<file path="config.mk">
export PLATFORM = sky130hd
export DESIGN_NAME = alu_issue_sequencer_flat
export DESIGN_NICKNAME = d
export VERILOG_FILES = /design/src/rtl/alu_issue_sequencer_if.sv /design/src/rtl/alu_issue_sequencer.sv /design/src/flat_wrapper.sv
export SDC_FILE = /design/constraint.sdc
export NUM_CORES = 1
export LEC_CHECK = 0
export BUFFER_PORTS_ARGS = -buffer_cell sky130_fd_sc_hd__buf_2
export CORE_ASPECT_RATIO = 1.5
export CORE_MARGIN = 2
export CORE_UTILIZATION = 50
export CTS_BUF_LIST = sky130_fd_sc_hd__clkbuf_4 sky130_fd_sc_hd__clkbuf_8 sky130_fd_sc_hd__clkbuf_16
export DETAILED_ROUTE_END_ITERATION = 10
export GPL_TIMING_DRIVEN = 0
export PLACE_DENSITY_LB_ADDON = 0.2
export SKIP_LAST_GASP = 1
export SLEW_MARGIN = 30
export SYNTH_ARGS = -nofsm -noshare
export SYNTH_HDL_FRONTEND = slang
export SYNTH_SLANG_ARGS = --single-unit
</file>
<file path="constraint.sdc">
create_clock -name clk -period 2.05 [get_ports clk]
set_input_delay 0.41 -clock clk [delete_from_list [all_inputs] [get_ports clk]]
set_output_delay 0.41 -clock clk [all_outputs]
set_load 0.05 [all_outputs]
</file>
<file path="src/rtl/alu_issue_sequencer_if.sv">
// rtl/alu_issue_sequencer_if.sv - decoder, ALU and register-file write bundle for the issue sequencer
interface alu_issue_sequencer_if;
  logic        dec_valid;
  logic        dec_ready;
  logic        invalid_instruction;
  logic [3:0]  alu_a_select;
  logic [3:0]  alu_b_select;
  logic [3:0]  alu_c_select;
  logic [3:0]  alu_d_select;
  logic [3:0]  alu_Y1_select;
  logic [3:0]  alu_Y2_select;
  logic [1:0]  alu_write;
  logic [3:0]  iss_a_sel;
  logic [3:0]  iss_b_sel;
  logic [3:0]  iss_c_sel;
  logic [3:0]  iss_d_sel;
  logic        issue;
  logic [31:0] res_y1;
  logic [31:0] res_y2;
  logic        rf_we;
  logic [3:0]  rf_waddr;
  logic [31:0] rf_wdata;
  logic        done;
  logic        trap;

  modport master (
    output dec_valid, invalid_instruction,
    output alu_a_select, alu_b_select, alu_c_select, alu_d_select,
    output alu_Y1_select, alu_Y2_select, alu_write, res_y1, res_y2,
    input  dec_ready, iss_a_sel, iss_b_sel, iss_c_sel, iss_d_sel,
    input  issue, rf_we, rf_waddr, rf_wdata, done, trap
  );

  modport slave (
    input  dec_valid, invalid_instruction,
    input  alu_a_select, alu_b_select, alu_c_select, alu_d_select,
    input  alu_Y1_select, alu_Y2_select, alu_write, res_y1, res_y2,
    output dec_ready, iss_a_sel, iss_b_sel, iss_c_sel, iss_d_sel,
    output issue, rf_we, rf_waddr, rf_wdata, done, trap
  );
endinterface

</file>
<file path="src/rtl/alu_issue_sequencer.sv">
// rtl/alu_issue_sequencer.sv - issues one ALU op, waits LATENCY cycles, serializes Y1/Y2 writebacks
module alu_issue_sequencer #(
  parameter int unsigned LATENCY = 2
) (
  input  logic                  clk,
  input  logic                  rst_n,
  alu_issue_sequencer_if.slave  seq
);

  typedef enum logic [1:0] {S_IDLE, S_EXEC, S_WB1, S_WB2} state_t;

  localparam logic [3:0] CNT_INIT = 4'(LATENCY - 1);

  state_t      state_q, state_d;
  logic [3:0]  cnt_q, cnt_d;
  logic        first_q, first_d;
  logic        trap_q, trap_d;
  logic [15:0] src_q, src_d;
  logic [3:0]  y1sel_q, y1sel_d;
  logic [3:0]  y2sel_q, y2sel_d;
  logic [1:0]  mask_q, mask_d;
  logic [31:0] y1_q, y1_d;
  logic [31:0] y2_q, y2_d;

  always_ff @(posedge clk or negedge rst_n) begin
    if (!rst_n) begin
      state_q <= S_IDLE;
      cnt_q   <= '0;
      first_q <= 1'b0;
      trap_q  <= 1'b0;
      src_q   <= '0;
      y1sel_q <= '0;
      y2sel_q <= '0;
      mask_q  <= '0;
      y1_q    <= '0;
      y2_q    <= '0;
    end else begin
      state_q <= state_d;
      cnt_q   <= cnt_d;
      first_q <= first_d;
      trap_q  <= trap_d;
      src_q   <= src_d;
      y1sel_q <= y1sel_d;
      y2sel_q <= y2sel_d;
      mask_q  <= mask_d;
      y1_q    <= y1_d;
      y2_q    <= y2_d;
    end
  end

  always_comb begin
    state_d = state_q;
    cnt_d   = cnt_q;
    first_d = 1'b0;
    trap_d  = 1'b0;
    src_d   = src_q;
    y1sel_d = y1sel_q;
    y2sel_d = y2sel_q;
    mask_d  = mask_q;
    y1_d    = y1_q;
    y2_d    = y2_q;
    unique case (state_q)
      S_IDLE: begin
        if (seq.dec_valid) begin
          if (seq.invalid_instruction) begin
            trap_d = 1'b1;
          end else begin
            src_d   = {seq.alu_a_select, seq.alu_b_select, seq.alu_c_select, seq.alu_d_select};
            y1sel_d = seq.alu_Y1_select;
            y2sel_d = seq.alu_Y2_select;
            // Writes to register 0 are dropped at accept so WB never targets it.
            mask_d  = {seq.alu_write[1] & (|seq.alu_Y2_select),
                       seq.alu_write[0] & (|seq.alu_Y1_select)};
            cnt_d   = CNT_INIT;
            first_d = 1'b1;
            state_d = S_EXEC;
          end
        end
      end
      S_EXEC: begin
        if (cnt_q == 4'd0) begin
          y1_d = seq.res_y1;
          y2_d = seq.res_y2;
          if (mask_q[0])      state_d = S_WB1;
          else if (mask_q[1]) state_d = S_WB2;
          else                state_d = S_IDLE;
        end else begin
          cnt_d = cnt_q - 4'd1;
        end
      end
      S_WB1:   state_d = mask_q[1] ? S_WB2 : S_IDLE;
      S_WB2:   state_d = S_IDLE;
      default: state_d = S_IDLE;
    endcase
  end

  always_comb begin
    seq.dec_ready = (state_q == S_IDLE);
    seq.issue     = first_q;
    seq.trap      = trap_q;
    seq.rf_we     = 1'b0;
    seq.rf_waddr  = '0;
    seq.rf_wdata  = '0;
    seq.done      = 1'b0;
    unique case (state_q)
      S_EXEC:  seq.done = (cnt_q == 4'd0) && (mask_q == 2'b00);
      S_WB1: begin
        seq.rf_we    = 1'b1;
        seq.rf_waddr = y1sel_q;
        seq.rf_wdata = y1_q;
        seq.done     = ~mask_q[1];
      end
      S_WB2: begin
        seq.rf_we    = 1'b1;
        seq.rf_waddr = y2sel_q;
        seq.rf_wdata = y2_q;
        seq.done     = 1'b1;
      end
      default: ;
    endcase
  end

  assign seq.iss_a_sel = src_q[15:12];
  assign seq.iss_b_sel = src_q[11:8];
  assign seq.iss_c_sel = src_q[7:4];
  assign seq.iss_d_sel = src_q[3:0];

endmodule

</file>
<file path="src/flat_wrapper.sv">
// flat-port wrapper written by rule: the top's interface ports become plain ports
module alu_issue_sequencer_flat 
#(
  parameter int unsigned LATENCY = 2
)
  (clk, rst_n, seq_dec_valid, seq_invalid_instruction, seq_alu_a_select, seq_alu_b_select, seq_alu_c_select, seq_alu_d_select, seq_alu_Y1_select, seq_alu_Y2_select, seq_alu_write, seq_res_y1, seq_res_y2, seq_dec_ready, seq_iss_a_sel, seq_iss_b_sel, seq_iss_c_sel, seq_iss_d_sel, seq_issue, seq_rf_we, seq_rf_waddr, seq_rf_wdata, seq_done, seq_trap);
  alu_issue_sequencer_if seq_i ();
  input  logic clk;
  input  logic rst_n;
  input wire logic [$bits(seq_i.dec_valid)-1:0] seq_dec_valid;
  input wire logic [$bits(seq_i.invalid_instruction)-1:0] seq_invalid_instruction;
  input wire logic [$bits(seq_i.alu_a_select)-1:0] seq_alu_a_select;
  input wire logic [$bits(seq_i.alu_b_select)-1:0] seq_alu_b_select;
  input wire logic [$bits(seq_i.alu_c_select)-1:0] seq_alu_c_select;
  input wire logic [$bits(seq_i.alu_d_select)-1:0] seq_alu_d_select;
  input wire logic [$bits(seq_i.alu_Y1_select)-1:0] seq_alu_Y1_select;
  input wire logic [$bits(seq_i.alu_Y2_select)-1:0] seq_alu_Y2_select;
  input wire logic [$bits(seq_i.alu_write)-1:0] seq_alu_write;
  input wire logic [$bits(seq_i.res_y1)-1:0] seq_res_y1;
  input wire logic [$bits(seq_i.res_y2)-1:0] seq_res_y2;
  output wire logic [$bits(seq_i.dec_ready)-1:0] seq_dec_ready;
  output wire logic [$bits(seq_i.iss_a_sel)-1:0] seq_iss_a_sel;
  output wire logic [$bits(seq_i.iss_b_sel)-1:0] seq_iss_b_sel;
  output wire logic [$bits(seq_i.iss_c_sel)-1:0] seq_iss_c_sel;
  output wire logic [$bits(seq_i.iss_d_sel)-1:0] seq_iss_d_sel;
  output wire logic [$bits(seq_i.issue)-1:0] seq_issue;
  output wire logic [$bits(seq_i.rf_we)-1:0] seq_rf_we;
  output wire logic [$bits(seq_i.rf_waddr)-1:0] seq_rf_waddr;
  output wire logic [$bits(seq_i.rf_wdata)-1:0] seq_rf_wdata;
  output wire logic [$bits(seq_i.done)-1:0] seq_done;
  output wire logic [$bits(seq_i.trap)-1:0] seq_trap;
  assign seq_i.dec_valid = seq_dec_valid;
  assign seq_i.invalid_instruction = seq_invalid_instruction;
  assign seq_i.alu_a_select = seq_alu_a_select;
  assign seq_i.alu_b_select = seq_alu_b_select;
  assign seq_i.alu_c_select = seq_alu_c_select;
  assign seq_i.alu_d_select = seq_alu_d_select;
  assign seq_i.alu_Y1_select = seq_alu_Y1_select;
  assign seq_i.alu_Y2_select = seq_alu_Y2_select;
  assign seq_i.alu_write = seq_alu_write;
  assign seq_i.res_y1 = seq_res_y1;
  assign seq_i.res_y2 = seq_res_y2;
  assign seq_dec_ready = seq_i.dec_ready;
  assign seq_iss_a_sel = seq_i.iss_a_sel;
  assign seq_iss_b_sel = seq_i.iss_b_sel;
  assign seq_iss_c_sel = seq_i.iss_c_sel;
  assign seq_iss_d_sel = seq_i.iss_d_sel;
  assign seq_issue = seq_i.issue;
  assign seq_rf_we = seq_i.rf_we;
  assign seq_rf_waddr = seq_i.rf_waddr;
  assign seq_rf_wdata = seq_i.rf_wdata;
  assign seq_done = seq_i.done;
  assign seq_trap = seq_i.trap;
  alu_issue_sequencer #(.LATENCY(LATENCY)) u_core (.clk(clk), .rst_n(rst_n), .seq(seq_i));
endmodule
</file>
# Yosys cells after proc, flatten, opt, wreduce, memory -nomap -nowiden
# Index checks and enable logic that the tools add are counted.
dict set report totals {
  in_bits 94
  reg_bits 98
  elab_cells 54
  output_inout_bits 57
}
dict set report op_classes {
  mux 20
  bitwise_logic 4
  addsub 1
  eq_ne 7
  n_reduce_logical 12
}
# operator n
set ops {}
lappend ops {{case mux 32 bit (2 select lines)} 1}
lappend ops {{case mux 4 bit (2 select lines)} 2}
lappend ops {{2-to-1 mux 4 bit} 3}
lappend ops {{2-to-1 mux 2 bit} 5}
lappend ops {{case mux 2 bit (4 select lines)} 1}
lappend ops {{OR reduction 4 bit} 2}
lappend ops {{2-to-1 mux 1 bit} 7}
lappend ops {{!= test 2 bit, second input constant} 3}
lappend ops {{AND reduction 3 bit} 2}
lappend ops {{== test 2 bit, second input constant} 2}
lappend ops {{logical NOT 2 bit} 2}
lappend ops {{logical NOT 4 bit} 1}
lappend ops {{AND reduction 4 bit} 1}
lappend ops {{subtractor 4 x 1 -> 4 bit, second input constant} 1}
lappend ops {{case mux 1 bit (3 select lines)} 1}
lappend ops {{AND 1 bit} 2}
lappend ops {{== test 2 x 1 -> 1 bit, second input constant} 1}
lappend ops {{!= test 2 x 1 -> 1 bit, second input constant} 1}
lappend ops {{inverter 1 bit} 2}
lappend ops {{AND reduction 2 bit} 1}
lappend ops {{nonzero test 2 bit} 1}
lappend ops {{OR reduction 2 bit} 1}
lappend ops {{logical AND 1 bit} 1}

# Logic depth before layout (Yosys ltp)
# Gate-level depths: netlist of the first run.
dict set report depth {
  ltp_word 4
  depth_mapped 7
  mapped_depth_nobuf 5
}

# Least setup slack after synthesis of the first run
# Ideal clock, no wire load.
dict set report synth_timing {
  path_kind {reg-to-output}
  startpoint {register u_core.cnt_q[0]}
  endpoint {output seq_done}
  arrival_ns 2.392
  stages_incl_launch_ff 8
  required_ns 1.640
  n_path_buf 2
  setup_slack_ns -0.752
  cell_sequence {dfrtp_1 inv_1 ha_1 nor2b_1 nand2_1 buf_2 buf_2 o31ai_1}
}
dict set report synth_between {
  elab_chain_len 3
}
# item line
set synth_rtl {}
lappend synth_rtl {{from (decl)} alu_issue_sequencer.sv:15} ;# logic [3:0] cnt_q, cnt_d;
lappend synth_rtl {{from (signal assigned)} alu_issue_sequencer.sv:39} ;# cnt_q <= cnt_d;
lappend synth_rtl {{logical NOT 4 bit} alu_issue_sequencer.sv:106} ;# S_EXEC: seq.done = (cnt_q == 4'd0) && (mask_q == 2'b00);
lappend synth_rtl {{logical AND 1 bit} alu_issue_sequencer.sv:106}
lappend synth_rtl {{case mux 1 bit (3 select lines)} alu_issue_sequencer.sv:105} ;# unique case (state_q)
lappend synth_rtl {{to (decl)} flat_wrapper.sv:30} ;# output wire logic [$bits(seq_i.done)-1:0] seq_done;
# Every way passes these cells.

# Final worst setup path of the first run
# Ends and elaborated chain as after synthesis.

==> results of run 1 <==
## synth_stat cells
cell / instances
a21o_1: 1
a32o_1: 2
and3_1: 1
buf_2: 16
buf_4: 1
clkbuf_1: 6
dfrtp_1: 98
ha_1: 1
inv_1: 3
inv_2: 1
mux2_1: 61
mux2_2: 3
mux2i_1: 40
nand2_1: 75
nand2b_1: 1
nand3_1: 1
nand3b_1: 1
nor2_1: 3
nor2b_1: 38
nor3_1: 1
nor3b_2: 1
o21a_1: 1
o21ai_0: 2
o21ai_1: 4
o31ai_1: 1
o41ai_1: 1
or4_1: 1
or4b_4: 1
## critical path, cell delays in order, from the launching register on
cell and delay, ns:
dfrtp_1 0.38, inv_1 0.06, ha_2 0.18, nor2b_4 0.18, nand2_4 0.09, o31ai_4 0.19, buf_6 0.19
## cell families (layout without fill, tap and decap cells)
family                     after synthesis  count (layout)  synth area share
and+or+nand+nor                        124             124             0.135
muxes                                  104             104             0.256
DFF                                     98              98             0.559
buffers and inverters                   27             199            0.0285
AOI/OAI and AO/OA                       12              12            0.0185
adders and majority gates                1               1           0.00285
## worst paths after layout
kind                                     startpoint                 to  slack (ns)  cells past startpoint
min in group asynchronous                     rst_n   u_core.src_q[13]        0.56                      2
max in group asynchronous                     rst_n  u_core.state_q[1]        0.88                      3
worst max register to register      u_core.cnt_q[0]    u_core.y1_q[16]        0.13                      8
worst min register to register      u_core.src_q[3]    u_core.src_q[3]        0.47                      2
worst max-delay path                u_core.cnt_q[0]           seq_done        0.04                      6
worst min-delay path            seq_alu_d_select[3]    u_core.src_q[3]        0.26                      3
## power breakdown
group | internal, mW | switching, mW
clock network | 1.44 | 0.711
registers | 2.90 | 0.526
logic | 1.74 | 2.67
## through the flow
stage,utilization,TNS [ns],setup WS [ns]
3_3_place_gp,0.628,-37.95,-0.377
3_5_place_dp,0.632,-1.90,-0.217
4_1_cts,0.691,-0.337,-0.0647
6_report,0.694,0,0.0385
2_1_floorplan,-,0,0.00550
5_1_grt,0.694,-0.0864,-0.0348
## sequential cells by signal (all words and copies together), names as in the netlist
register,count
u_core.mask_q,2
u_core.cnt_q,4
u_core.src_q,16
u_core.y1_q,32
u_core.state_q,2
u_core.seq.issue,1
u_core.y2_q,32
u_core.y1sel_q,4
u_core.seq.trap,1
u_core.y2sel_q,4
## per-layer routing
layer	wire length, um	up-vias	GRT usage
li1	-	1557	-
met1	3970	1589	0.263
met2	5420	116	0.406
met3	665	13	0.0527
met4	187	0	0.0794
met5	0	-	0
## cell type report
type	instances	area share
Multi-Input combinational cell	241	0.317
Timing Repair Buffer	158	0.152
Buffer	21	0.0207
Clock inverter	7	0.0281
Clock buffer	9	0.0384
Tap cell	107	0.0228
Sequential cell	98	0.418
Inverter	4	0.00256
## timing repair
item / 4_1_cts / 5_1_grt
buffers inserted: 6 / 0
gates resized for setup: 26 / 20
hold buffers: 1 / 0
endpoints found under the hold margin: 39 / 0
pin swaps: 2 / 1
cloned: 0 / 0
endpoints found under the setup margin: 37 / 46
==> results.json, run 1 <==
{
  "status": "finished, final reports clean",
  "grt_use_total": 0.228,
  "ant_nets": 0,
  "gp_congestion": 0.780,
  "grt_pass1_vias": 3568,
  "layout_min_cycle_time_ns": 2.01,
  "io_buffers": 150,
  "drive_above_1_share": 0.396,
  "clockBufferDepth": 2,
  "overflow": 0,
  "grt_pass1_wl_um": 16700,
  "whs_ns": 0.258,
  "area_growth_syn_to_layout_pct": 33.8,
  "cap_violations": 0,
  "regArea_sq_mm": 0.00245,
  "coreArea_sq_mm": 0.00846,
  "hold_violations": 0,
  "multi_input_area_sq_mm": 0.00186,
  "syn-cell-area_sq_mm": 0.00439,
  "cts_tree": "built",
  "dpl.hpwl_um": 7400,
  "path_clk_slew_ns": 0.06,
  "nets": 628,
  "final_area_sq_mm": 0.00587,
  "cts_buffers": 9,
  "cp.arrival_ns": 1.60,
  "synth_fp_nets": 461,
  "start_util": 0.518,
  "path_max_fanout": 4,
  "maxSlewViolCount": 0,
  "io_pins": 151,
  "cts_root_buf": "clkbuf_16",
  "fp.dieH_um": 119,
  "place_area_sq_mm": 0.00535,
  "rsz0062_at_grt": "yes",
  "ys_ff_latch": 98,
  "setup_viol_count_final": 0,
  "powerDensity_mw_per_mm2": 1700,
  "design.die.area_sq_mm": 0.00955,
  "h-tree-depth": 3,
  "yosys.area.top_type": "dfrtp_1",
  "crit_type": "flip-flop to output port",
  "synth_top_area_share": 0.559,
  "final_cell_mix": "buf_2 (146), dfrtp_1 (97), nand2_1 (74), mux2_1 (61), mux2i_1 (40)",
  "route.detailed.drc": 0,
  "drt_iter0_markers": 157,
  "crit_required_ns": 1.64,
  "yosysSeqAreaShare": 0.559,
  "stdcell_count": 645,
  "final_common_cell": "buf_2",
  "max_slew_margin": 0.751,
  "via_per_inst": 5.08,
  "syn_inst": 366,
  "insertion_delay_ns": 0.34,
  "grt_start_max_net_pins": 60,
  "hold_path_class": "input port to flip-flop",
  "antennaDiodeCount": 0,
  "fmax_mhz": 497,
  "p_total_mw": 9.99,
  "rows": 41,
  "cp-start-kind": "flip-flop",
  "worst_pin_slew_ns": 0.369,
  "fin_skew_ns": 0.00516,
  "grt_antenna_before_repair": 0,
  "yosys-top-cells-area": "dfrtp_1 (56%), mux2_1 (16%), mux2i_1 (9.1%), nand2_1 (6.4%), nor2b_1 (5.4%)",
  "placed_cells": 624,
  "vias": 3275,
  "drtPass1Iterations": 4,
  "p_leak_nw": 3.05,
  "routedWlPerCell_um": 15.9,
  "yosys_warnings": 0,
  "die_width_um": 80.5,
  "cts.sinks": 98,
  "period_share": 0.981,
  "synth_area_per_cell_sq_um": 12.0,
  "peakVddDrop_uv": 902,
  "synth.distinct_cells": 28,
  "endpoint_kind": "output port",
  "routed_wl_um": 10200,
  "nFillCells": 643
}
Note: power is estimated with default switching activity, not from simulation.
==> run 2: changes to the inputs <==
Settings changed: ABC_AREA from default to 1.
==> results.json, run 2 <==
{
  "dpl.hpwl_um": 8890,
  "synth_area_per_cell_sq_um": 7.88,
  "cpMostUsedCell": "buf_6",
  "syn-cell-area_sq_mm": 0.00450,
  "r2r_end": "u_core.y1_q[28]",
  "path_cells": "inv_2 -> buf_6 -> buf_6 -> nand3_1 -> nand2_1 -> clkbuf_4",
  "die_width_um": 81.4,
  "fp.dieH_um": 120,
  "fin_ws_ns": 0.0595,
  "yosys-top-cells-area": "dfrtp_1 (55%), nand2_1 (16%), nand3_1 (8.9%), o21ai_1 (6.8%), inv_1 (6.6%)",
  "fmax_mhz": 502,
  "top_layer_used": "met4",
  "setup_viol_count_final": 0,
  "synth_compound_area_frac": 0.0840,
  "nets": 828,
  "whs_ns": -0.00331,
  "synth_top_family_by_area": "simple AND/OR/NAND/NOR gates",
  "crit_path_max_incr_delay_ns": 0.42,
  "via_per_inst": 5.14,
  "insertion_delay_ns": 0.34,
  "rr_startpoint": "u_core.cnt_q[2]",
  "yosysSeqAreaShare": 0.545,
  "ant_nets": 0,
  "violations": "negative hold slack",
  "grt_antenna_before_repair": 0,
  "gp_congestion": 0.801,
  "cp.depth": 6,
  "vias": 4355,
  "synth_xor_area_frac": 0.00195,
  "maxSlewViolCount": 0,
  "overflow": 0,
  "synth_fp_nets": 666,
  "hold_violations": 2,
  "cpLargestDelayFamily": "buffers and inverters",
  "io_pins": 151,
  "max_slew_margin": 0.687,
  "peakVddDrop_uv": 968,
  "crit_required_ns": 1.64,
  "post-synth-top-count-cell": "nand2_1",
  "routed_wl_um": 12200,
  "worst_pin_slew_ns": 0.470,
  "endpoint_kind": "output port",
  "synth_edf_count": 0,
  "synth-simple-area-share": 0.260,
  "fin_skew_ns": 0.00475,
  "crit_path_start": "u_core.state_q[0]",
  "design.die.area_sq_mm": 0.00978,
  "route.detailed.drc": 0,
  "p_leak_nw": 3.48,
  "antennaDiodeCount": 0,
  "drt_iter0_markers": 302,
  "io_buffers": 150,
  "cp_slowest_cell": "dfrtp_1",
  "muxShareOfSynthArea": 0,
  "crit_type": "flip-flop to output port",
  "cts_buffers": 9,
  "period_share": 0.971,
  "p_total_mw": 9.27,
  "path_clk_slew_ns": 0.07,
  "r2r_setup_slack_ns": 0.44,
  "worst-path-buf-inv": 4,
  "area_growth_syn_to_layout_pct": 32.6,
  "clockBufferDepth": 2,
  "rows": 42,
  "ys_ff_latch": 98,
  "path_max_fanout": 10,
  "cap_violations": 0,
  "start_util": 0.512,
  "synthFlopType": "dfrtp_1",
  "synth.distinct_cells": 19,
  "wl_met1_um": 4740,
  "status": "finished, violations left",
  "syn_inst": 571,
  "final_core_util": 0.679,
  "drive_above_1_share": 0.287,
  "cp-start-kind": "flip-flop",
  "reg_top3": "u_core.y1_q (32), u_core.y2_q (32), u_core.src_q (16)",
  "cp.arrival_ns": 1.58,
  "final_common_cell": "nand2_1",
  "yosys-top-cells-count": "nand2_1 (188), dfrtp_1 (98), nand3_1 (80)",
  "coreArea_sq_mm": 0.00878,
  "wl_met2_um": 6470,
  "synthAdderAreaFrac": 0.00278,
  "synth_top_area_share": 0.545,
  "cts_root_buf": "clkbuf_16",
  "yosys.area.top_type": "dfrtp_1",
  "critical_path.endpoint": "seq_rf_wdata[21]",
  "wl_met3_um": 807,
  "final_cell_mix": "nand2_1 (188), buf_2 (127), dfrtp_1 (98), nand3_1 (79), inv_1 (77)",
  "routedWlPerCell_um": 14.4,
  "grt_use_total": 0.260,
  "grt_pass1_wl_um": 19300,
  "h-tree-depth": 3,
  "place_ws_ns": -0.0686,
  "powerDensity_mw_per_mm2": 1560,
  "async_reset_ff_frac": 1.00,
  "grt_pass1_vias": 4242,
  "cts.sinks": 98,
  "yosys_warnings": 0,
  "cts_tree": "built",
  "drtPass1Iterations": 6,
  "grt_start_max_net_pins": 51,
  "reg2reg_depth": 7,
  "hold_path_class": "input port to async pin",
  "rsz0062_at_grt": "yes",
  "layout_min_cycle_time_ns": 1.99
}
[run 2: cell types whose count changed after synthesis, moves of 4 or more]
| cell | change |
|---|---|
| nor2_1 | +4 |
| inv_1 | +76 |
| mux2_1 | -61 |
| nand2_1 | +113 |
| o21ai_1 | +57 |
| nand3_1 | +79 |
| mux2i_1 | -40 |
| buf_1 | +7 |
| o21ai_0 | +10 |
| buf_2 | +9 |
| nor2b_1 | -38 |
[run 2: what timing repair did]
action	in CTS	in global routing
pin swaps	1	1
hold buffers	0	0
setup buffers	1	0
resized for setup	57	28
setup endpoints to repair	37	37
[run 2: worst min-delay path by stage]
stage	start	end	cells past startpoint
2_1_floorplan	rst_n	u_core.cnt_q[0]	0
3_3_place_gp	u_core.src_q[0]	u_core.src_q[0]	2
3_5_place_dp	rst_n	u_core.y2_q[8]	1
4_1_cts	rst_n	u_core.y2_q[8]	1
5_1_grt	rst_n	u_core.y2_q[8]	1
6_report	rst_n	u_core.y2_q[8]	1
[run 2: final cells by class]
cell class / instances / area [sq um]
Fill cell: 757 / 2820
Sequential cell: 98 / 2450
Multi-Input combinational cell: 356 / 1600
Timing Repair Buffer: 152 / 918
Inverter: 80 / 300
Buffer: 36 / 248
Clock buffer: 10 / 239
Tap cell: 110 / 138
Clock inverter: 6 / 65.1
[run 2: per-layer routing]
metal | global-route usage | up-vias
li1 | - | 2105
met3 | 0.0556 | 16
met1 | 0.307 | 2078
met4 | 0.0911 | 0
met5 | 0 | -
met2 | 0.454 | 156
[run 2: logic make-up (layout without fill, tap and decap cells)]
logic type                 count (synthesis)  in the layout
and+or+nand+nor                          279            279
DFF                                       98             98
buffers and inverters                    117            284
AOI/OAI and AO/OA                         75             75
xor gates and xnor gates                   1              1
adders and majority gates                  1              1
[run 2: where the power goes]
part           switching (mW)  internal (mW)
Sequential              0.518           2.86
Combinational            2.86           1.32
Clock                   0.729          0.981
[run 2: metrics by stage]
| step | TNS (ns) | instance area [sq um] | std cells |
|---|---|---|---|
| after floorplan | 0 | 4510 | 571 |
| after global placement | -38.71 | 5390 | 831 |
| after CTS | -0.452 | 5880 | 848 |
| after detailed placement | -0.291 | 5430 | 832 |
| final | 0 | 5960 | 848 |
| after global routing | -0.135 | 5960 | 848 |
==> run 3: changes to the inputs <==
Settings changed: CORE_MARGIN 2 to default.
==> results.json, run 3 (synthesized netlist as in run 2, its figures left out) <==
{
  "critical_path.endpoint": "seq_rf_wdata[23]",
  "crit_type": "flip-flop to output port",
  "place_area_sq_mm": 0.00543,
  "vias": 4364,
  "cts.sinks": 98,
  "grt_use_total": 0.267,
  "drt_iter0_markers": 333,
  "rsz0062_at_grt": "no",
  "whs_ns": 0.263,
  "hold_violations": 0,
  "multi_input_area_sq_mm": 0.00159,
  "ant_nets": 0,
  "reg2reg_depth": 8,
  "hold_path_class": "input port to flip-flop",
  "cp.arrival_ns": 1.56,
  "io_buffers": 150,
  "final_area_sq_mm": 0.00591,
  "cpMostUsedCell": "buf_6",
  "drtPass1Iterations": 5,
  "final_common_cell": "nand2_1",
  "overflow": 0,
  "tns_ns": 0,
  "hold_start": "seq_alu_b_select[0]",
  "routedWlPerCell_um": 14.0,
  "rr_startpoint": "u_core.state_q[1]",
  "antennaDiodeCount": 0,
  "worst_pin_slew_ns": 0.419,
  "max_slew_margin": 0.721,
  "crit_path_max_incr_delay_ns": 0.41,
  "start_util": 0.512,
  "clockBufferDepth": 2,
  "cts_root_buf": "clkbuf_16",
  "grt_pass1_vias": 4238,
  "powerDensity_mw_per_mm2": 1540,
  "routed_wl_um": 11900,
  "fmax_mhz": 507,
  "r2r_end": "u_core.y2_q[11]",
  "r2r_setup_slack_ns": 0.45,
  "via_per_inst": 5.15,
  "nFillCells": 775,
  "grt_start_max_net_pins": 67,
  "coreArea_sq_mm": 0.00878,
  "endpoint_kind": "output port",
  "path_max_fanout": 10,
  "nets": 829,
  "cap_violations": 0,
  "final_cell_mix": "nand2_1 (188), buf_2 (127), dfrtp_1 (98), nand3_1 (79), inv_1 (78)",
  "path_clk_slew_ns": 0.06,
  "setup_viol_count_final": 0,
  "period_share": 0.961,
  "maxSlewViolCount": 0,
  "cp_slowest_cell": "dfrtp_1",
  "reg_top3": "u_core.y1_q (32), u_core.y2_q (32), u_core.src_q (16)",
  "place_ws_ns": -0.0221,
  "status": "finished, final reports clean",
  "die_width_um": 79.4,
  "cts_tree": "built",
  "fp.dieH_um": 118,
  "area_growth_syn_to_layout_pct": 31.5,
  "grt_antenna_before_repair": 0,
  "cts_buffers": 9,
  "h-tree-depth": 3,
  "p_leak_nw": 3.47,
  "dpl.hpwl_um": 8630,
  "layout_min_cycle_time_ns": 1.97,
  "crit_required_ns": 1.64,
  "route.detailed.drc": 0,
  "insertion_delay_ns": 0.34,
  "gp_congestion": 0.825,
  "grt_pass1_wl_um": 19200,
  "cp-start-kind": "flip-flop",
  "design.die.area_sq_mm": 0.00938,
  "peakVddDrop_uv": 998,
  "fin_ws_ns": 0.0793,
  "path_cells": "inv_2 -> buf_6 -> buf_6 -> nand3_1 -> nand2_1 -> buf_4",
  "crit_path_start": "u_core.state_q[0]",
  "io_pins": 151,
  "final_core_util": 0.674,
  "drive_above_1_share": 0.285,
  "regArea_sq_mm": 0.00245,
  "rows": 42,
  "fin_skew_ns": 0.00632
}
-- run 3: per-stage QoR --
stage	power (mW)	cells
2_1_floorplan	6.15	571
3_3_place_gp	7.09	831
3_5_place_dp	7.24	832
4_1_cts	9.02	848
5_1_grt	9.67	848
6_report	9.09	848
-- run 3: cell type report --
cell class | instances | share of cell area
flip-flops and latches | 98 | 0.415
well taps | 110 | 0.0233
multi-input cells | 356 | 0.269
inverters | 80 | 0.0508
plain buffers | 36 | 0.0419
clock buffers | 12 | 0.0440
repair buffers | 153 | 0.153
clock inverters | 3 | 0.00254
-- run 3: report_power, final --
group          switching (mW)  leakage (nW)  internal, mW
Combinational            2.84          2.12          1.31
Clock                   0.683         0.142         0.890
Sequential              0.511          1.21          2.86
-- run 3: per-layer routing --
layer | track usage | share of wire | wire (um)
met5 | 0 | 0 | 0
met4 | 0.120 | 0.026 | 304
met3 | 0.0463 | 0.054 | 641
met2 | 0.459 | 0.53 | 6320
met1 | 0.318 | 0.39 | 4620
-- run 3: worst min-delay path by stage --
| stage | cells past startpoint | end | slack [ns] |
|---|---|---|---|
| 2_1_floorplan | 0 | u_core.cnt_q[0] | 0.11 |
| 3_3_place_gp | 2 | u_core.src_q[15] | 0.46 |
| 3_5_place_dp | 1 | u_core.y2_q[9] | 0.32 |
| 4_1_cts | 3 | u_core.src_q[6] | 0.26 |
| 5_1_grt | 3 | u_core.src_q[6] | 0.26 |
| 6_report | 3 | u_core.src_q[8] | 0.26 |
-- run 3: worst max-delay path, delay by kind of cell, from the launching register on --
family	cells	cell delay [ns]
buffers and inverters	4	0.65
AND/OR/NAND/NOR	2	0.17
flip-flops	1	0.41
-- run 3: repair_timing --
item	CTS	global route
endpoints found under the setup margin	37	37
resized for setup	60	15
buffers inserted	1	0
hold buffers	1	0
gates cloned	0	0
hold endpoints to repair	32	0
